<file path="src/rtl/global_sched_pkg.sv">
// Definitions shared by the global scheduler's selector, its wrapper and the result FIFO.
package global_sched_pkg;

    localparam int WIDTH_DEF = 8;
    localparam int CNTW_DEF  = 16;

    // Address bits plus one wrap bit, so full and empty can be told apart.
    function automatic int ptr_w(input int depth);
        return $clog2(depth) + 1;
    endfunction

endpackage

</file>
<file path="src/rtl/sched_fifo_mem.sv">
// Simple dual-port register array: synchronous write port, asynchronous read port.
module sched_fifo_mem #(
    parameter int WIDTH = 8,
    parameter int DEPTH = 16,
    parameter int AW    = 4
) (
    input  logic             clk,
    input  logic             we,
    input  logic [AW-1:0]    waddr,
    input  logic [WIDTH-1:0] wdata,
    input  logic [AW-1:0]    raddr,
    output logic [WIDTH-1:0] rdata
);

    logic [WIDTH-1:0] mem_q [DEPTH];

    // Contents are deliberately not reset; the pointers define what is valid.
    always_ff @(posedge clk) begin
        if (we) begin
            mem_q[waddr] <= wdata;
        end
    end

    assign rdata = mem_q[raddr];

endmodule

</file>
<file path="src/rtl/sched_result_fifo.sv">
// Result buffer behind the scheduler's valid-data selector: circular buffer, registered
// show-ahead output stage, overflow detection with sticky flag and saturating drop counter.
module sched_result_fifo
    import global_sched_pkg::*;
#(
    parameter int WIDTH     = WIDTH_DEF,
    parameter int DEPTH     = 16,
    parameter int AF_THRESH = 12,
    parameter int CNTW      = CNTW_DEF
) (
    input  logic                       clk,
    input  logic                       rst,
    input  logic [WIDTH-1:0]           wr_data,
    input  logic                       wr_en,
    output logic [WIDTH-1:0]           rd_data,
    output logic                       rd_valid,
    input  logic                       rd_ready,
    output logic [$clog2(DEPTH+2)-1:0] level,
    output logic                       empty,
    output logic                       full,
    output logic                       almost_full,
    output logic                       overflow,
    output logic [CNTW-1:0]            drop_cnt,
    input  logic                       clr_ovf
);

    localparam int AW = $clog2(DEPTH);
    localparam int PW = ptr_w(DEPTH);
    localparam int LW = $clog2(DEPTH + 2);
    localparam logic [LW-1:0] AF_L = LW'(AF_THRESH);

    logic [PW-1:0]    wr_ptr_q, wr_ptr_d;
    logic [PW-1:0]    rd_ptr_q, rd_ptr_d;
    logic             rd_valid_q, rd_valid_d;
    logic [WIDTH-1:0] rd_data_q, rd_data_d;
    logic             overflow_q, overflow_d;
    logic [CNTW-1:0]  drop_cnt_q, drop_cnt_d;

    logic [PW-1:0]    mem_count;
    logic             mem_full, mem_empty;
    logic             wr_accept, wr_drop, load;
    logic [WIDTH-1:0] mem_rdata;

    assign mem_count = wr_ptr_q - rd_ptr_q;
    assign mem_empty = (wr_ptr_q == rd_ptr_q);
    assign mem_full  = (wr_ptr_q[AW-1:0] == rd_ptr_q[AW-1:0]) &&
                       (wr_ptr_q[PW-1] != rd_ptr_q[PW-1]);

    // The writer has no backpressure: a write while full is lost, even if a pop frees a slot.
    assign wr_accept = wr_en && !mem_full;
    assign wr_drop   = wr_en && mem_full;

    // A word transfers on any edge where rd_valid && rd_ready; rd_data and rd_valid
    // are held unchanged while rd_valid && !rd_ready.
    assign load = !mem_empty && (!rd_valid_q || rd_ready);

    sched_fifo_mem #(
        .WIDTH (WIDTH),
        .DEPTH (DEPTH),
        .AW    (AW)
    ) u_mem (
        .clk   (clk),
        .we    (wr_accept),
        .waddr (wr_ptr_q[AW-1:0]),
        .wdata (wr_data),
        .raddr (rd_ptr_q[AW-1:0]),
        .rdata (mem_rdata)
    );

    always_comb begin
        wr_ptr_d   = wr_ptr_q;
        rd_ptr_d   = rd_ptr_q;
        rd_valid_d = rd_valid_q;
        rd_data_d  = rd_data_q;
        overflow_d = overflow_q;
        drop_cnt_d = drop_cnt_q;

        if (wr_accept) begin
            wr_ptr_d = wr_ptr_q + PW'(1);
        end

        if (load) begin
            rd_data_d  = mem_rdata;
            rd_valid_d = 1'b1;
            rd_ptr_d   = rd_ptr_q + PW'(1);
        end else if (rd_valid_q && rd_ready) begin
            rd_valid_d = 1'b0;
        end

        // A drop in the same cycle as a clear is counted against the cleared value.
        if (clr_ovf) begin
            overflow_d = 1'b0;
            drop_cnt_d = '0;
        end
        if (wr_drop) begin
            overflow_d = 1'b1;
            if (clr_ovf) begin
                drop_cnt_d = CNTW'(1);
            end else if (drop_cnt_q != {CNTW{1'b1}}) begin
                drop_cnt_d = drop_cnt_q + CNTW'(1);
            end
        end
    end

    always_ff @(posedge clk or posedge rst) begin
        if (rst) begin
            wr_ptr_q   <= '0;
            rd_ptr_q   <= '0;
            rd_valid_q <= 1'b0;
            rd_data_q  <= '0;
            overflow_q <= 1'b0;
            drop_cnt_q <= '0;
        end else begin
            wr_ptr_q   <= wr_ptr_d;
            rd_ptr_q   <= rd_ptr_d;
            rd_valid_q <= rd_valid_d;
            rd_data_q  <= rd_data_d;
            overflow_q <= overflow_d;
            drop_cnt_q <= drop_cnt_d;
        end
    end

    assign rd_data     = rd_data_q;
    assign rd_valid    = rd_valid_q;
    assign level       = LW'(mem_count) + LW'(rd_valid_q);
    assign empty       = (level == '0);
    assign full        = mem_full;
    assign almost_full = (level >= AF_L);
    assign overflow    = overflow_q;
    assign drop_cnt    = drop_cnt_q;

endmodule
</file>
<file path="config.mk">
export PLATFORM = sky130hd
export DESIGN_NAME = sched_result_fifo
export DESIGN_NICKNAME = d
export VERILOG_FILES = /design/src/rtl/global_sched_pkg.sv /design/src/rtl/sched_fifo_mem.sv /design/src/rtl/sched_result_fifo.sv
export SDC_FILE = /design/constraint.sdc
export NUM_CORES = 1
export LEC_CHECK = 0
export BUFFER_PORTS_ARGS = -buffer_cell sky130_fd_sc_hd__buf_2
export CAP_MARGIN = 20
export CORE_ASPECT_RATIO = 1.1
export CORE_MARGIN = 8
export CORE_UTILIZATION = 40
export CTS_CLUSTER_DIAMETER = 50
export CTS_CLUSTER_SIZE = 10
export DETAILED_ROUTE_END_ITERATION = 6
export GPL_TIMING_DRIVEN = 0
export PLACE_DENSITY = 0.64
export SLEW_MARGIN = 30
export SYNTH_ARGS = -nofsm -noshare
export SYNTH_HDL_FRONTEND = slang
export SYNTH_SLANG_ARGS = --single-unit
</file>
<file path="constraint.sdc">
create_clock -name clk -period 5.9 [get_ports clk]
set_clock_uncertainty 0.1 [all_clocks]
set_input_delay 0.885 -clock clk [delete_from_list [all_inputs] [get_ports clk]]
set_output_delay 0.885 -clock clk [all_outputs]
set_load 0.03 [all_outputs]
</file>
=== After elaboration in Yosys (flattened, before gate mapping) ===
Memories as Yosys holds them, arrays and structs flattened. A register that Yosys moved wholly into a read port is not among the register bits.
Index checks and enable logic that the tools add are counted.

* Register bits after elaboration: 28
* Bits in writable memories: 128
* Output and inout port bits: 34
* Memories: 1

* Add/sub/neg operators: 5
* Magnitude comparators: 1
* Eq/ne operators: 4
* Multiplexer cells: 10
* Reduce and logical (&&, ||, !) cells: 12

{| class="wikitable"
|+ Memories
! name !! words !! width !! rd ports !! clocked after Yosys merged registers in !! write ports !! RTL line !! text
|-
| u_mem.mem_q || 16 || 8 || 1 || 1 || 1 || sched_fifo_mem.sv:15 || <nowiki>logic [WIDTH-1:0] mem_q [DEPTH];</nowiki>
|}

{| class="wikitable"
|+ Operator list
! operator !! count
|-
| $mux 16 || 4
|-
| $add 16x1->16 const B || 1
|-
| $ne 16x16->1 const B || 1
|-
| $add 5x1->5 const B || 2
|-
| $mux 1 || 6
|-
| $add 5x1->5 || 1
|-
| $eq 5x5->1 || 1
|-
| $ge 5x4->1 const B || 1
|-
| $logic_and 1x1->1 || 5
|-
| $logic_not 5->1 || 1
|-
| $sub 5x5->5 || 1
|-
| $eq 4x4->1 || 1
|-
| $reduce_bool 2->1 || 2
|-
| $logic_not 1->1 || 3
|-
| $logic_or 1x1->1 || 1
|-
| $ne 1x1->1 || 1
|}

=== Logic depth before layout (Yosys ltp) ===
Gate-level depths: netlist of run 1.

* Word-level depth: 6
* Mapped depth: 11
* Depth with buffers taken out: 11

=== By module ===
A second synthesis of run 1 with hierarchy kept.

* Cells, all modules: 442
* Area total of the unflattened synthesis: 7060.5 µm²

{| class="wikitable"
|+ By module, submodules not included
! module !! instances !! cells each !! area an instance (µm²)
|-
| sched_fifo_mem || 1 || 221 || 4987.3
|-
| sched_result_fifo || 1 || 221 || 2073.2
|}

=== Worst setup path before layout of run 1 ===
Ideal clock, no wire load.

* Path kind: reg2out
* From: register wr_ptr_q[0]
* To: output empty
* Arrival: 2.969 ns
* Data required time: 4.915 ns
* Slack: 1.946 ns
* Stages on the path, launching flop included: 12
* Path buffers: 0
* Path through: dfrtp_1 inv_1 ha_1 inv_1 ha_1 inv_1 fa_1 inv_1 a21o_1 a21oi_1 xnor2_1 nor4_1

* Word-level cells in the longest chain between the ends: 3

{| class="wikitable"
|+ RTL lines
! item !! RTL line !! text
|-
| start: declaration || sched_result_fifo.sv:32 || <nowiki>logic [PW-1:0] wr_ptr_q, wr_ptr_d;</nowiki>
|-
| start signal: assignment || sched_result_fifo.sv:114 || <nowiki>wr_ptr_q <= wr_ptr_d;</nowiki>
|-
| $sub 5x5->5 || sched_result_fifo.sv:44 || <nowiki>assign mem_count = wr_ptr_q - rd_ptr_q;</nowiki>
|-
| $add 5x1->5 || sched_result_fifo.sv:125 || <nowiki>assign level = LW'(mem_count) + LW'(rd_valid_q);</nowiki>
|-
| via level[4] || sched_result_fifo.sv:18 || <nowiki>output logic [$clog2(DEPTH+2)-1:0] level,</nowiki>
|-
| $logic_not 5->1 || sched_result_fifo.sv:126 || <nowiki>assign empty = (level == '0);</nowiki>
|-
| end: declaration || sched_result_fifo.sv:19 || <nowiki>output logic empty,</nowiki>
|}

The timed path passes the listed nets, and every way through them passes these cells.

=== Worst setup path after layout of run 1 ===
* From: register wr_ptr_q[0]
* To: output empty

* Word-level cells in the longest chain between the ends: 3

{| class="wikitable"
|+ RTL lines
! item !! RTL line
|-
| $sub 5x5->5 || sched_result_fifo.sv:44
|-
| $add 5x1->5 || sched_result_fifo.sv:125
|-
| $logic_not 5->1 || sched_result_fifo.sv:126
|}

Every way passes these cells.

==> impl_metrics.csv, run 1 <==
group,metric,value,unit
detailed_routing,ant_nets,0,
power_and_ir_drop,p_clk_share,26.0,%
clock_network,root_buffer,"clkbuf_16",
detailed_routing,via_per_inst,5.30,
power_and_ir_drop,p_leak,3.03,nW
power_and_ir_drop,vdd.ir_drop.worst,0.000563,V
detailed_routing,drc_errors,0,
logic_synthesis,yosysTopAreaCell,"edfxtp_1",
sta,post-route-period-util,65.3,%
status,outcome,"finished, final reports clean",
detailed_routing,first_iter_violations,390,
global_routing,grt_pass1_vias,4235,
sta,tns,0,ps
global_routing,grt.total_usage,14.6,%
global_routing,grt_pass1_wl,24.0,mm
detailed_routing,drt-total-wl,15.3,mm
die,die_area,0.0218,mm²
clock_network,cts_buffers,17,
place,hpwl,10.5,mm
clock_network,cts.path.max_buffers,2,
logic_synthesis,synth_edf_count,128,
global_routing,grt_max_degree,31,
sta,tightest_slew,789,ps
logic_synthesis,synth_top_area_share,55.4,%
critical_path,cp_max_fo,4,
critical_path,cp-end-kind,"output port",
detailed_routing,dr.pass1.iters,4,
logic_synthesis,synth_seq_cells,164,
logic_synthesis,syn-cell-area,0.00694,mm²
sta,rsz0062_at_grt,"no",
power_and_ir_drop,power_density,535,mW/mm²
cells_and_area,fin_area,0.00812,mm²
logic_synthesis,synthTopCellsByArea,"edfxtp_1, dfrtp_1, mux4_2",
logic_synthesis,syn_inst,446,
critical_path,path_class,"reg2out",
logic_synthesis,ys_seq_area_share,68.4,%
die,num_rows,50,
logic_synthesis,ys.flop_type,"edfxtp_1",
clock_network,post_cts_resized,0,
cells_and_area,layout.area.seq,0.00474,mm²
die,dieHeight,154,µm
clock_network,h-tree-depth,4,
cells_and_area,area_growth,17.0,%
die,initial_core_util,40.8,%
cells_and_area,layout-drive-gt1-share,23.2,%
logic_synthesis,syn-num-nets,474,
place,placed_area,0.00750,mm²
clock_network,clkSlewWorstSetupHoldPaths,70,ps
critical_path,cp.required,4910,ps
power_and_ir_drop,p_sw,0.00172,W
clock_network,clock_latency,420,ps
cells_and_area,finalCoreUtilization,47.7,%
place,gp_congestion,0.831,
detailed_routing,wire_per_inst,20.2,µm
global_routing,grt_overflow,0,
sta,setup_viol,0,
die,coreArea,0.0170,mm²
sta,period_minus_slack,3850,ps
logic_synthesis,yosysWarnings,0,
cells_and_area,final_net_count,540,
critical_path,cp.arrival,2860,ps
logic_synthesis,synth.distinct_cells,46,
sta,hold_viol,0,
cells_and_area,multi_input_area,0.00207,mm²
global_routing,antenna_found_initial,0,
clock_network,cts_tree,"yes",
logic_synthesis,async_flop_share,22.0,%
cells_and_area,nFillCells,1471,
die,pin_count,47,
cells_and_area,antenna_cells,0,
logic_synthesis,avgSynthCellArea,15.6,µm²
worst_hold_path,hold_path_class,"in2async",
sta,fmax,0.260,GHz
critical_path,crit_path_start_kind,"flop",
power_and_ir_drop,p_sw_share,39.6,%
sta,slew_violations,0,
detailed_routing,vias,4022,
job,cap_violations,0,
die,fp.dieW,142,µm
power_and_ir_drop,p_comb_share,39.7,%
clock_network,cts_setup_buffers,0,
sta,relSlewSlack,47.4,%
clock_network,clock-sinks,164,
power_and_ir_drop,p_int,0.00262,W
place,port_buffers,46,
power_and_ir_drop,pwr-share-seq,34.3,%
clock_network,ctsHoldBuffers,0,
## synth_stat cells, types with 2 or more instances
library cell and count:
nand2b_1 5, or3_1 2, a21o_1 4, and4_1 5
a21oi_1 7, edfxtp_1 128, nand3_1 9, nor2_1 42
nor2b_1 6, nand4_1 9, nor4_1 2, nor3_1 4
buf_1 2, mux2_2 3, ha_1 14, o22ai_1 16
nand2_1 9, xnor2_1 16, a22oi_1 8, clkbuf_1 7
mux2i_1 35, a21oi_2 2, and2_1 2, o21ai_0 5
dfrtp_1 36, inv_1 17, buf_2 7, mux4_2 16
buf_4 2, a211oi_1 3, a31oi_1 8
## placed cells by master, fill, tap and decap left out, types with 3 or more instances in the layout
cell type	n
nand2b_1	5
a22oi_1	8
nor3_2	4
a21oi_1	7
nand4_1	9
a31oi_1	8
edfxtp_1	128
o21ai_0	5
nand3_1	9
and4_1	5
dfrtp_1	36
mux2_2	3
inv_6	4
nor2_1	42
nor2b_1	6
inv_1	16
mux4_2	16
buf_2	53
a21o_1	4
xnor2_1	16
clkbuf_1	8
a211oi_1	3
clkbuf_16	17
ha_1	14
inv_8	3
nand2_1	9
clkinv_8	5
o22ai_1	16
mux2i_1	35
## per-layer routing
layer	share of wire (%)	vias to the layer above	track usage, %
met3	6.2	11	4.27
met4	1.1	0	4.40
met5	0	-	0
li1	-	1835	-
met2	48	118	23.3
met1	45	2058	18.8
## cell type report
cell class / instances / area share (%)
sequential: 164 / 58.4
multi-input combinational: 247 / 25.4
clock buffer: 18 / 5.29
tap: 234 / 3.61
timing repair buffer: 47 / 3.08
clock inverter: 14 / 2.33
buffer: 18 / 1.03
inverter: 17 / 0.786
## sequential cells by signal, summed over array words and instances (netlist names)
register     cells
rd_data          8
rd_valid         1
rd_ptr_q         5
drop_cnt        16
wr_ptr_q         5
overflow         1
u_mem.mem_q    128
## critical path, cell delays in order (launching register included)
cell and delay [ps]:
dfrtp_1 410, inv_1 160, ha_1 280, inv_1 70, ha_1 160, inv_1 50, fa_1 390, inv_1 70
a21o_1 100, a21oi_1 70, xnor2_1 170, nor4_1 280, buf_2 250
## through the flow
stage / cells / hold slack, ps / total power [W] / worst slack, ps
3_3_place_gp: 726 / 416 / 0.00320 / 2130
5_1_grt: 759 / 260 / 0.00458 / 1860
4_1_cts: 759 / 253 / 0.00438 / 2020
3_5_place_dp: 727 / 420 / 0.00325 / 2480
6_report: 759 / 264 / 0.00435 / 2050
2_1_floorplan: 446 / 397 / 0.00274 / 1950
## power groups by stage
stage | Combinational, W | Clock, W | Sequential, W
2_1_floorplan | 0.00119 | 0 | 0.00156
3_3_place_gp | 0.00169 | 0 | 0.00151
3_5_place_dp | 0.00173 | 0 | 0.00152
4_1_cts | 0.00174 | 0.00114 | 0.00149
5_1_grt | 0.00188 | 0.00119 | 0.00151
6_report | 0.00173 | 0.00113 | 0.00149
## worst paths after layout
kind                                               end                     from  slack, ps  cells past startpoint
min reg2reg                    wr_ptr_q[4]$_DFFE_PP0P_  wr_ptr_q[4]$_DFFE_PP0P_        420                      1
min                             drop_cnt[12]$_DFF_PP0_                      rst        260                      2
max in group asynchronous        drop_cnt[0]$_DFF_PP0_                      rst       5030                      3
min in group clk               wr_ptr_q[4]$_DFFE_PP0P_  wr_ptr_q[4]$_DFFE_PP0P_        420                      1
max reg2reg                u_mem.mem_q[9][0]$_DFFE_PP_  rd_ptr_q[3]$_DFFE_PP0P_       2470                      9
max                                              empty  wr_ptr_q[0]$_DFFE_PP0P_       2050                     12
## cell families (layout without fill, tap and decap cells)
kind of cell,count (synthesis),in the layout,synth area share (%)
DFF,164,164,68.4
and+or+nand+nor,101,101,7.63
AOI/OAI and AO/OA,58,58,5.77
muxes,55,55,10.9
buffers and inverters,35,114,2.13
xor gates and xnor gates,18,18,2.38
adders and majority gates,15,15,2.81
Power figures use the tool's default switching activity.
==> run 2: changes to the inputs <==
==> constraint.sdc (replaced) <==
create_clock -name clk -period 3.7 [get_ports clk]
set_clock_uncertainty 0.1 [all_clocks]
set_input_delay 0.555 -clock clk [delete_from_list [all_inputs] [get_ports clk]]
set_output_delay 0.555 -clock clk [all_outputs]
set_load 0.03 [all_outputs]
==> impl_metrics.csv, run 2 (synthesis results as in run 1) <==
group,metric,value,unit
sta,post-route-period-util,94.6,%
die,die_area,0.0218,mm²
clock_network,clkSlewWorstSetupHoldPaths,70,ps
critical_path,cp_max_fo,4,
global_routing,grt_pass1_wl,24.0,mm
clock_network,clock-sinks,164,
critical_path,cp.required,3040,ps
detailed_routing,wire_per_inst,20.2,µm
sta,fin_hold_ws,257,ps
critical_path,critPathMaxStageDelay,410,ps
power_and_ir_drop,p_leak,3.03,nW
die,coreArea,0.0170,mm²
sta,hold_viol,0,
die,num_rows,50,
place,placed_area,0.00750,mm²
clock_network,cts_buffers,17,
sta,tns,0,ps
power_and_ir_drop,p_comb_share,39.8,%
clock_network,h-tree-depth,4,
detailed_routing,vias,4016,
cells_and_area,layout-drive-gt1-share,23.2,%
critical_path,crit_buf_inv,5,
sta,finalWorstSetupSlack,198,ps
cells_and_area,final_net_count,541,
clock_network,cts_setup_buffers,0,
cells_and_area,area_growth,17.2,%
detailed_routing,drt-total-wl,15.3,mm
sta,relSlewSlack,47.1,%
cells_and_area,largest_reg_flops,128,
clock_network,cts.path.max_buffers,2,
sta,fmax,0.286,GHz
global_routing,grt_pass1_vias,4241,
cells_and_area,layout.area.seq,0.00474,mm²
die,pin_count,47,
detailed_routing,dr.pass1.iters,4,
sta,setup_viol,0,
power_and_ir_drop,power_density,853,mW/mm²
job,cap_violations,0,
power_and_ir_drop,p_sw,0.00274,W
cells_and_area,nFillCells,1470,
global_routing,grt_max_degree,31,
place,dp_slack,287,ps
sta,tightest_slew,791,ps
global_routing,grt.total_usage,14.6,%
critical_path,path_class,"reg2out",
power_and_ir_drop,p_sw_share,39.6,%
detailed_routing,drc_errors,0,
cells_and_area,fin_area,0.00813,mm²
critical_path,crit_path_start_kind,"flop",
critical_path,crit_top_cell,"inv_1",
place,gp_congestion,0.831,
critical_path,cp_top_family,"adder cells",
critical_path,crit_chain,"inv_1 > ha_1 > inv_1 > ha_1 > inv_1 > fa_1 > inv_1 > a21o_1 > a21oi_1 > xnor2_1 > nor4_1 > buf_4",
sta,period_minus_slack,3500,ps
clock_network,root_buffer,"clkbuf_16",
power_and_ir_drop,vdd.ir_drop.worst,0.00115,V
detailed_routing,first_iter_violations,376,
detailed_routing,via_per_inst,5.28,
critical_path,cp-end-kind,"output port",
clock_network,cts_tree,"yes",
die,dieHeight,154,µm
status,outcome,"finished, final reports clean",
place,hpwl,10.5,mm
die,fp.dieW,142,µm
clock_network,clock_latency,420,ps
sta,slew_violations,0,
global_routing,grt_overflow,0,
place,port_buffers,46,
cells_and_area,multi_input_area,0.00207,mm²
critical_path,slowest_stage,"dfrtp_1",
power_and_ir_drop,p_clk_share,25.9,%
die,initial_core_util,40.8,%
power_and_ir_drop,power,0.00694,W
power_and_ir_drop,pwr-share-seq,34.3,%
global_routing,antenna_found_initial,0,
cells_and_area,layout_commonest_cell,"edfxtp_1",
critical_path,cp.arrival,2850,ps
cells_and_area,regMostFlops,"u_mem.mem_q",
power_and_ir_drop,p_int,0.00419,W
sta,rsz0062_at_grt,"yes",
detailed_routing,ant_nets,0,
cells_and_area,antenna_cells,0,
cells_and_area,layout_common_cells,"edfxtp_1, buf_2, nor2_1, dfrtp_1, mux2i_1",
worst_hold_path,hold_path_class,"in2reg",
-- run 2: cell count changes in the layout (fill, tap and decap cells not counted), sizes merged --
cell	before	now
dlygate4sd3	0	1
-- run 2: final timing paths --
path	start	to	slack [ps]	cells past startpoint
max	wr_ptr_q[0]$_DFFE_PP0P_	empty	200	12
min	rd_ready	rd_valid$_DFFE_PP0P_	260	2
max reg2reg	rd_ptr_q[3]$_DFFE_PP0P_	u_mem.mem_q[6][1]$_DFFE_PP_	280	9
min reg2reg	wr_ptr_q[4]$_DFFE_PP0P_	wr_ptr_q[4]$_DFFE_PP0P_	430	1
max in group asynchronous	rst	rd_data[5]$_DFFE_PP0P_	2600	4
min in group asynchronous	rst	drop_cnt[15]$_DFF_PP0_	490	3
-- run 2: layout make-up --
type / instances / share of cell area (%)
well taps: 234 / 3.60
clock buffers: 18 / 5.28
plain buffers: 18 / 1.03
inverters: 17 / 0.785
repair buffers: 48 / 3.23
flip-flops and latches: 164 / 58.3
clock inverters: 14 / 2.32
multi-input cells: 247 / 25.4
-- run 2: power by group through the flow --
stage	Clock [W]	Sequential [W]	Combinational, W
after detailed placement	0	0.00242	0.00276
after global placement	0	0.00241	0.00270
after CTS	0.00182	0.00238	0.00278
after floorplan	0	0.00248	0.00189
after global routing	0.00191	0.00240	0.00301
final	0.00180	0.00238	0.00276
-- run 2: through the flow --
step	util (%)	instances
after global routing	47.8	760
after global placement	43.8	726
after CTS	47.8	760
final	47.8	760
after detailed placement	44.1	727
after floorplan	-	446
-- run 2: timing repair --
| item | 4_1_cts | 5_1_grt |
|---|---|---|
| endpoints found under the hold margin | 6 | 0 |
| setup endpoints to repair | 0 | 13 |
| hold buffers | 1 | 0 |
| gates resized for setup | 0 | 1 |
-- run 2: worst register-to-register path, cell delays in order, from the launching register on --
cell and delay [ps]:
dfrtp_1 320, clkbuf_1 290, inv_1 140, ha_1 330
and4_1 270, and2_2 230, nor2b_1 130, clkbuf_1 310
nand2_1 250, nor2_1 660
-- run 2: metal layers --
| layer | GRT usage, % | vias to the layer above | share of wire [%] |
|---|---|---|---|
| met5 | 0 | - | 0 |
| met4 | 4.40 | 0 | 1.2 |
| met2 | 23.3 | 124 | 48 |
| met3 | 4.27 | 13 | 7.7 |
| met1 | 18.8 | 2041 | 43 |
| li1 | - | 1838 | - |
